<file path="src/rtl/sram_pkg.sv">
// Shared types and helpers for the sram_1r1w_masked memory model.
package sram_pkg;

    typedef enum logic {RDW_OLD, RDW_NEW} rdw_mode_e;

    localparam int READ_LATENCY_MIN = 1;
    localparam int READ_LATENCY_MAX = 2;

    localparam int MERGE_MAX_W = 1024;
    typedef logic [MERGE_MAX_W-1:0] merge_word_t;

    // Bit j comes from new_word when its lane (j / gran) is enabled in mask, else from old_word.
    function automatic merge_word_t merge_lanes(input merge_word_t old_word,
                                                input merge_word_t new_word,
                                                input merge_word_t mask,
                                                input int          gran);
        merge_word_t res;
        res = old_word;
        for (int j = 0; j < MERGE_MAX_W; j++) begin
            if (gran > 0 && mask[j / gran]) begin
                res[j] = new_word[j];
            end
        end
        return res;
    endfunction

endpackage

</file>
<file path="src/rtl/sram_read_pipe.sv">
// Read-data pipeline: one register stage per cycle of read latency; data registers
// load only on a valid beat so the output holds between reads.
module sram_read_pipe #(
    parameter int DATA_WIDTH   = 32,
    parameter int READ_LATENCY = 1
) (
    input  logic                  clk,
    input  logic                  rst_b,
    input  logic                  in_valid,
    input  logic [DATA_WIDTH-1:0] in_data,
    output logic                  out_valid,
    output logic [DATA_WIDTH-1:0] out_data
);

    logic                  s1_valid;
    logic [DATA_WIDTH-1:0] s1_data;

    always_ff @(posedge clk) begin
        if (!rst_b) begin
            s1_valid <= 1'b0;
            s1_data  <= '0;
        end else begin
            s1_valid <= in_valid;
            if (in_valid) begin
                s1_data <= in_data;
            end
        end
    end

    if (READ_LATENCY == 2) begin : g_lat2
        logic                  s2_valid;
        logic [DATA_WIDTH-1:0] s2_data;

        always_ff @(posedge clk) begin
            if (!rst_b) begin
                s2_valid <= 1'b0;
                s2_data  <= '0;
            end else begin
                s2_valid <= s1_valid;
                if (s1_valid) begin
                    s2_data <= s1_data;
                end
            end
        end

        assign out_valid = s2_valid;
        assign out_data  = s2_data;
    end else begin : g_lat1
        assign out_valid = s1_valid;
        assign out_data  = s1_data;
    end

endmodule

</file>
<file path="src/rtl/sram_1r1w_masked.sv">
// Simple-dual-port SRAM with lane write mask, 1-2 cycle read latency and selectable read-during-write.
// Define SRAM_INIT_CLEAR_EN to compile in a post-reset zero-fill sweep that holds init_busy high.
module sram_1r1w_masked
    import sram_pkg::*;
#(
    parameter int        DATA_WIDTH   = 32,
    parameter int        DEPTH        = 64,
    parameter int        MASK_GRAN    = 8,
    parameter int        READ_LATENCY = 1,
    parameter rdw_mode_e RDW_MODE     = RDW_NEW,
    localparam int       NLANES       = DATA_WIDTH / MASK_GRAN,
    localparam int       AW           = (DEPTH > 1) ? $clog2(DEPTH) : 1
) (
    input  logic                  clk,
    input  logic                  rst_b,
    input  logic                  a_we,
    input  logic [AW-1:0]         a_addr,
    input  logic [NLANES-1:0]     a_wmask,
    input  logic [DATA_WIDTH-1:0] a_data_in,
    input  logic                  b_re,
    input  logic [AW-1:0]         b_addr,
    output logic [DATA_WIDTH-1:0] b_data_out,
    output logic                  b_rvalid,
    output logic                  init_busy
);

    if (READ_LATENCY < READ_LATENCY_MIN || READ_LATENCY > READ_LATENCY_MAX) begin : g_bad_latency
        $error("sram_1r1w_masked: READ_LATENCY must be 1 or 2");
    end
    if (DATA_WIDTH % MASK_GRAN != 0) begin : g_bad_gran
        $error("sram_1r1w_masked: DATA_WIDTH must be a multiple of MASK_GRAN");
    end

    logic [DATA_WIDTH-1:0] mem [DEPTH];

    logic                  a_in_range;
    logic                  b_in_range;
    logic                  user_wr;
    logic                  rd_launch;
    logic [DATA_WIDTH-1:0] rd_word;

    logic                  wr_en;
    logic [AW-1:0]         wr_addr;
    logic [NLANES-1:0]     wr_mask;
    logic [DATA_WIDTH-1:0] wr_data;

    assign a_in_range = int'(a_addr) < DEPTH;
    assign b_in_range = int'(b_addr) < DEPTH;
    assign user_wr    = a_we && !init_busy && a_in_range && (|a_wmask);
    assign rd_launch  = b_re && !init_busy;

`ifdef SRAM_INIT_CLEAR_EN
    typedef enum logic {CLEAR, READY} clr_state_e;

    clr_state_e    state;
    clr_state_e    state_next;
    logic [AW-1:0] clr_cnt;
    logic [AW-1:0] clr_cnt_next;

    always_ff @(posedge clk) begin
        if (!rst_b) begin
            state   <= CLEAR;
            clr_cnt <= '0;
        end else begin
            state   <= state_next;
            clr_cnt <= clr_cnt_next;
        end
    end

    always_comb begin
        state_next   = state;
        clr_cnt_next = clr_cnt;
        init_busy    = 1'b0;
        if (state == CLEAR) begin
            init_busy = 1'b1;
            if (int'(clr_cnt) == DEPTH - 1) begin
                state_next   = READY;
                clr_cnt_next = '0;
            end else begin
                clr_cnt_next = clr_cnt + AW'(1);
            end
        end
    end
`else
    assign init_busy = 1'b0;
`endif

    // The clear sweep borrows the write port; user writes are already blocked by init_busy.
    always_comb begin
        wr_en   = user_wr;
        wr_addr = a_addr;
        wr_mask = a_wmask;
        wr_data = a_data_in;
`ifdef SRAM_INIT_CLEAR_EN
        if (state == CLEAR) begin
            wr_en   = rst_b;
            wr_addr = clr_cnt;
            wr_mask = '1;
            wr_data = '0;
        end
`endif
    end

    always_ff @(posedge clk) begin
        if (wr_en) begin
            for (int l = 0; l < NLANES; l++) begin
                if (wr_mask[l]) begin
                    mem[wr_addr][l*MASK_GRAN +: MASK_GRAN] <= wr_data[l*MASK_GRAN +: MASK_GRAN];
                end
            end
        end
    end

    // The array read is pre-write, which is already RDW_OLD; RDW_NEW bypasses the enabled lanes.
    always_comb begin
        rd_word = '0;
        if (b_in_range) begin
            rd_word = mem[b_addr];
            if (RDW_MODE == RDW_NEW && user_wr && a_addr == b_addr) begin
                rd_word = DATA_WIDTH'(merge_lanes(merge_word_t'(mem[b_addr]),
                                                  merge_word_t'(a_data_in),
                                                  merge_word_t'(a_wmask),
                                                  MASK_GRAN));
            end
        end
    end

    sram_read_pipe #(
        .DATA_WIDTH  (DATA_WIDTH),
        .READ_LATENCY(READ_LATENCY)
    ) u_read_pipe (
        .clk      (clk),
        .rst_b    (rst_b),
        .in_valid (rd_launch),
        .in_data  (rd_word),
        .out_valid(b_rvalid),
        .out_data (b_data_out)
    );

endmodule

</file>
<file path="config.mk">
export PLATFORM = sky130hd
export DESIGN_NAME = sram_1r1w_masked
export DESIGN_NICKNAME = d
export VERILOG_FILES = /design/src/rtl/sram_pkg.sv /design/src/rtl/sram_read_pipe.sv /design/src/rtl/sram_1r1w_masked.sv
export SDC_FILE = /design/constraint.sdc
export NUM_CORES = 2
export LEC_CHECK = 0
export CAP_MARGIN = 5
export CELL_PAD_IN_SITES_DETAIL_PLACEMENT = 1
export CELL_PAD_IN_SITES_GLOBAL_PLACEMENT = 1
export CORE_AREA = 4 4 265 526
export DETAILED_ROUTE_END_ITERATION = 16
export DIE_AREA = 0 0 269 530
export PLACE_DENSITY_LB_ADDON = 0.25
export SYNTH_ARGS = -nofsm -noshare
export SYNTH_HDL_FRONTEND = slang
export SYNTH_SLANG_ARGS = --single-unit
</file>
<file path="constraint.sdc">
create_clock -name clk -period 4.8 [get_ports clk]
set_input_delay 0.48 -clock clk [delete_from_list [all_inputs] [get_ports clk]]
set_output_delay 0.48 -clock clk [all_outputs]
set_load 0.1 [all_outputs]
</file>
After elaboration in Yosys (flattened, before gate mapping). Memories as Yosys holds them, arrays and structs flattened. Index checks and enable logic that the tools add are counted. Widths: inputs -> output; s select.

Reduce and logical (&&, ||, !) cells: 3. Multipliers: 0. Shifts and indexed selects: 0. Equality and inequality tests: 1. Mux-type cells: 45. Order comparisons: 0. Divide/modulo/power cells: 0. Bitwise operators: 0. $add $sub $neg: 0.

Operator list (number): $mux 1 (44); $mux 32 (1); $eq 6x6->1 (1); $reduce_or 4->1 (1); $logic_and 1x1->1 (2).

Output and inout bits: 34. Input port bits: 52. Logic and storage cells: 52. ROM bits: 0. Bits in latches: 0. Memories: 1. Register bits: 33. RAM bits: 2048.

Memory list: mem (words 64, width 32, rd ports 1, clocked after Yosys merged registers in 0, write ports 1, RTL line sram_1r1w_masked.sv:34) `logic [DATA_WIDTH-1:0] mem [DEPTH];`.

Logic depth before layout (Yosys ltp).
Depth after elaboration: 4. Gate-level depth with buffers: 11. Depth with buffers taken out: 6.

Hierarchy. Synthesis repeated with hierarchy kept, for this count alone.

Cell total of the unflattened synthesis: 3862. Area total of the unflattened synthesis: 80616.1 sq um.

By module, submodules not included: sram_1r1w_masked (cells each 3757, seq. area each 61499.0 sq um, area each 79346.1 sq um, times used 1); sram_read_pipe (cells each 105, seq. area each 660.6 sq um, area each 1270.0 sq um, times used 1).

Worst setup path after synthesis. OpenSTA, ideal clock, no wires.

Kind: input-to-reg. From: input b_addr[1]. To: register u_read_pipe.s1_data[28] (netlist: u_read_pipe.out_data[28]). Buffers on the path: 3. Slack: 2115 ps. Data arrival time: 2548 ps. Library setup time: 136 ps. Data required time: 4664 ps. Stages: 8. Cells stage by stage: buf_2 buf_4 buf_1 mux4_2 mux4_2 mux2_2 o21ai_1 a31oi_1.

Word-level cells in the longest chain between the ends: 3. Elaborated cells on any way between the ends: 5. Classes of those cells: eq/ne (1); mux (2); reduce/logical (1); memory (1).

RTL lines: start: declaration (RTL line sram_1r1w_masked.sv:21) `input logic [AW-1:0] b_addr,`; $mem_v2 64x32 or $eq 6x6->1 (tied branches); $mux 1 or $logic_and 1x1->1 (tied branches) (RTL line sram_pkg.sv:20, sram_1r1w_masked.sv:119); $mux 32 (*) (RTL line sram_1r1w_masked.sv:119) `if (RDW_MODE == RDW_NEW && user_wr && a_addr == b_addr) begin`; end signal: assignment (RTL line sram_read_pipe.sv:25) `s1_data <= in_data;`; end: declaration (RTL line sram_read_pipe.sv:16) `logic [DATA_WIDTH-1:0] s1_data;`.

Every way passes the cells marked *; elsewhere a longest branch is shown, timed or not. A chain may end at the register's enable or synchronous reset.

Worst setup path after layout.
From: input a_addr[0]. To: memory mem[41][5] (enable).

RTL lines: start: declaration (RTL line sram_1r1w_masked.sv:17) `input logic [AW-1:0] a_addr,`; end: declaration (RTL line sram_1r1w_masked.sv:34).

No word-level cell before the write port.

==> metrics <==
worst skew pair latency 0.82 ns; Final Hold Fails 0; worst-case vdd ir drop 484 uV; DIE AREA 143,000 um2; Hold Path Stages 1; mean post-synth cell area 21.9 um2; gpl congestion 0.918; Worst Path Buf+Inv 2; I/O Pins 86; largest net degree at the start of global routing 75; die height 530 um; final slew viol count 0; Worst-Margin Slew 1.28 ns; Resize count post-CTS 0; post-CTS repair timing setup buffer count 0; most frequent cell after synthesis edfxtp_1; clock tree buffer depth 4; Post-Syn Nets 3,736; top cells by area, synth edfxtp_1, mux4_2, nor2_1; initial antenna violation count 5; Critical Path RT 5.29 ns; cell taking the most area after synthesis edfxtp_1; CTS tree done; # nets final 3,958; Rel. slew slack 14.0%; Vias per Instance 7.09; initial core utilization 59.6%; drt first-iter violations 5,546; Core Region 136,000 um2; Seq/Total Area, Yosys 76.9%; Pwr Density 410 nW/um2; leakage 28.0 nW; vias 41,000; number of flops mapped to enable cells by yosys 2,048; Tmin final 3.48 ns; setup slack, reg-to-reg 1.99 ns; final clock skew 0.0399 ns; Multi-input gate area 17,400 um2; Top FF cell, synth edfxtp_1; DRT antenna net count 0; Final Core Density 66.2%; reg2reg end u_read_pipe.out_data[9]$_SDFFE_PN0P_; CTS clk-pin slew, worst paths 0.07 ns; Worst path slowest cell nor3b_1; FF-to-FF Start mem[0][9]$_DFFE_PP_; RSZ-0062 raised after global routing no; max_cap viols 0; synth cell count leaders edfxtp_1, mux4_2, nor2_1; total congestion overflow 0; first-pass GRT wire length 342,000 um; CTS Root Cell clkbuf_16; Worst R2R Path Depth 6; top cell type's share of synthesized area 76.1%; Post-Synthesis Cells 3,684; layout cells sized above 1 27.0%; Die X 269 um; Routed WL 244,000 um; Setup violations, final 0; Synth Warn # 0; hold_sp a_data_in[22]; CTS Buf Count 178; asr flop ratio synth 0%; H-tree level count 4; Worst path top cell family by delay simple AND/OR/NAND/NOR gates; Fillers 10,500; setup TNS 0 ns; HP Class input pin to register; maximum net fanout on the critical path 9; area delta synth->final 11.1%; status finished, final reports clean; synthesized area 80,800 um2; Buffers on Ports 84; CP Cell Sequence clkdlybuf4s50_1 > nor3b_1 > nand2_1 > nor2_1 > buf_4; CP Capture Type register; vias in the first global route 43,400; Final Cycle Share 72.5%; DRC errors left 0; Pre-antenna DRT Iters 6; slowest stage delay, CP 1.04 ns; HPWL Detailed 166,000 um; Peak Freq 287 MHz; # rows 191; post-DR wirelength/cell 42.1 um; clk sink count 2,081; Worst EP arrival 3.97 ns; hold buffer count at cts 0; hold-critical path endpoint mem[62][22]$_DFFE_PP_; CP Class input pin to register; synth unique cells 55; #FFs+latches synth 2,081; gr usage total 35.0%; Register Area 62,200 um2; Startpoint Class input pin
[cell type report]
type	instances	area share (%)
flip-flops and latches	2081	69.3
multi-input cells	1366	19.4
clock buffers	214	5.19
repair buffers	266	2.49
well taps	1737	2.42
clock inverters	104	1.12
inverters	13	0.0544
diodes	8	0.0223
[cells by family after synthesis]
family	synth area share, %
compound gates	1.64
xor+xnor	0.0650
buf+inv	1.53
flops	76.9
mux	17.1
other cells	0.00464
simple gates	2.78
[cell usage in the layout (no fill, tap or decap), types with 22 or more instances in the layout]
cell type        count
nand2_1            155
o22ai_1             22
nor2_1             268
clkinv_1            32
a21oi_1             25
clkbuf_16          180
buf_2               34
mux4_2             590
edfxtp_1          2048
clkinv_2            31
clkbuf_1            31
buf_4              169
a22oi_1             49
nand3_1             22
dfxtp_1             33
mux2i_1             38
clkdlybuf4s50_1     44
[metrics by stage]
stage	setup slack, ns	cells	hold WS, ns	cell area (um2)	total power (W)
6_report	1.32	5789	0.0597	89700	0.0368
5_1_grt	1.43	5782	0.0484	89700	0.0377
4_1_cts	1.71	5781	0.0242	89700	0.0368
3_5_place_dp	0.835	5463	0.585	84100	0.0228
3_3_place_gp	0.835	5463	0.572	84100	0.0227
2_1_floorplan	2.12	3684	0.579	80800	0.0217
[power by group]
group | total, W | switching, W | leakage (nW) | internal, W
Sequential | 0.0201 | 0.0000606 | 18.7 | 0.0200
Clock | 0.0144 | 0.00649 | 2.75 | 0.00788
Combinational | 0.00231 | 0.00155 | 6.57 | 0.000752
Total | 0.0368 | 0.00810 | 28.0 | 0.0287
[state kept, by name, summed over array words and instances (netlist names)]
register / count
u_read_pipe.out_valid: 1
u_read_pipe.out_data: 32
mem: 2048
[worst max path at each step]
stage          startpoint                               endpoint  slack, ns  depth (start not counted)
2_1_floorplan   b_addr[1]  u_read_pipe.out_data[28]$_SDFFE_PN0P_       2.12                          8
3_3_place_gp    b_addr[1]   u_read_pipe.out_data[9]$_SDFFE_PN0P_       0.83                          9
3_5_place_dp    b_addr[1]   u_read_pipe.out_data[9]$_SDFFE_PN0P_       0.84                          9
4_1_cts         b_addr[1]   u_read_pipe.out_data[9]$_SDFFE_PN0P_       1.71                          9
5_1_grt         a_addr[0]                  mem[25][15]$_DFFE_PP_       1.43                          5
6_report        a_addr[0]                   mem[41][5]$_DFFE_PP_       1.32                          5
[worst reg2reg max path, cell delays in order (launching register included)]
cell	delay, ns
edfxtp_1	0.38
mux4_2	0.45
nor2b_1	0.15
a2111oi_0	1.05
a31oi_1	0.21
a32oi_1	0.30
o21ai_0	0.14
[layer usage]
metal	up-vias	track usage, %	wire [um]
met5	-	0	19
met4	2	25.7	23500
met3	764	6.08	19500
met2	2683	59.0	125000
met1	21800	40.5	75900
li1	15800	-	-
Note: power is estimated with default switching activity, not from simulation.
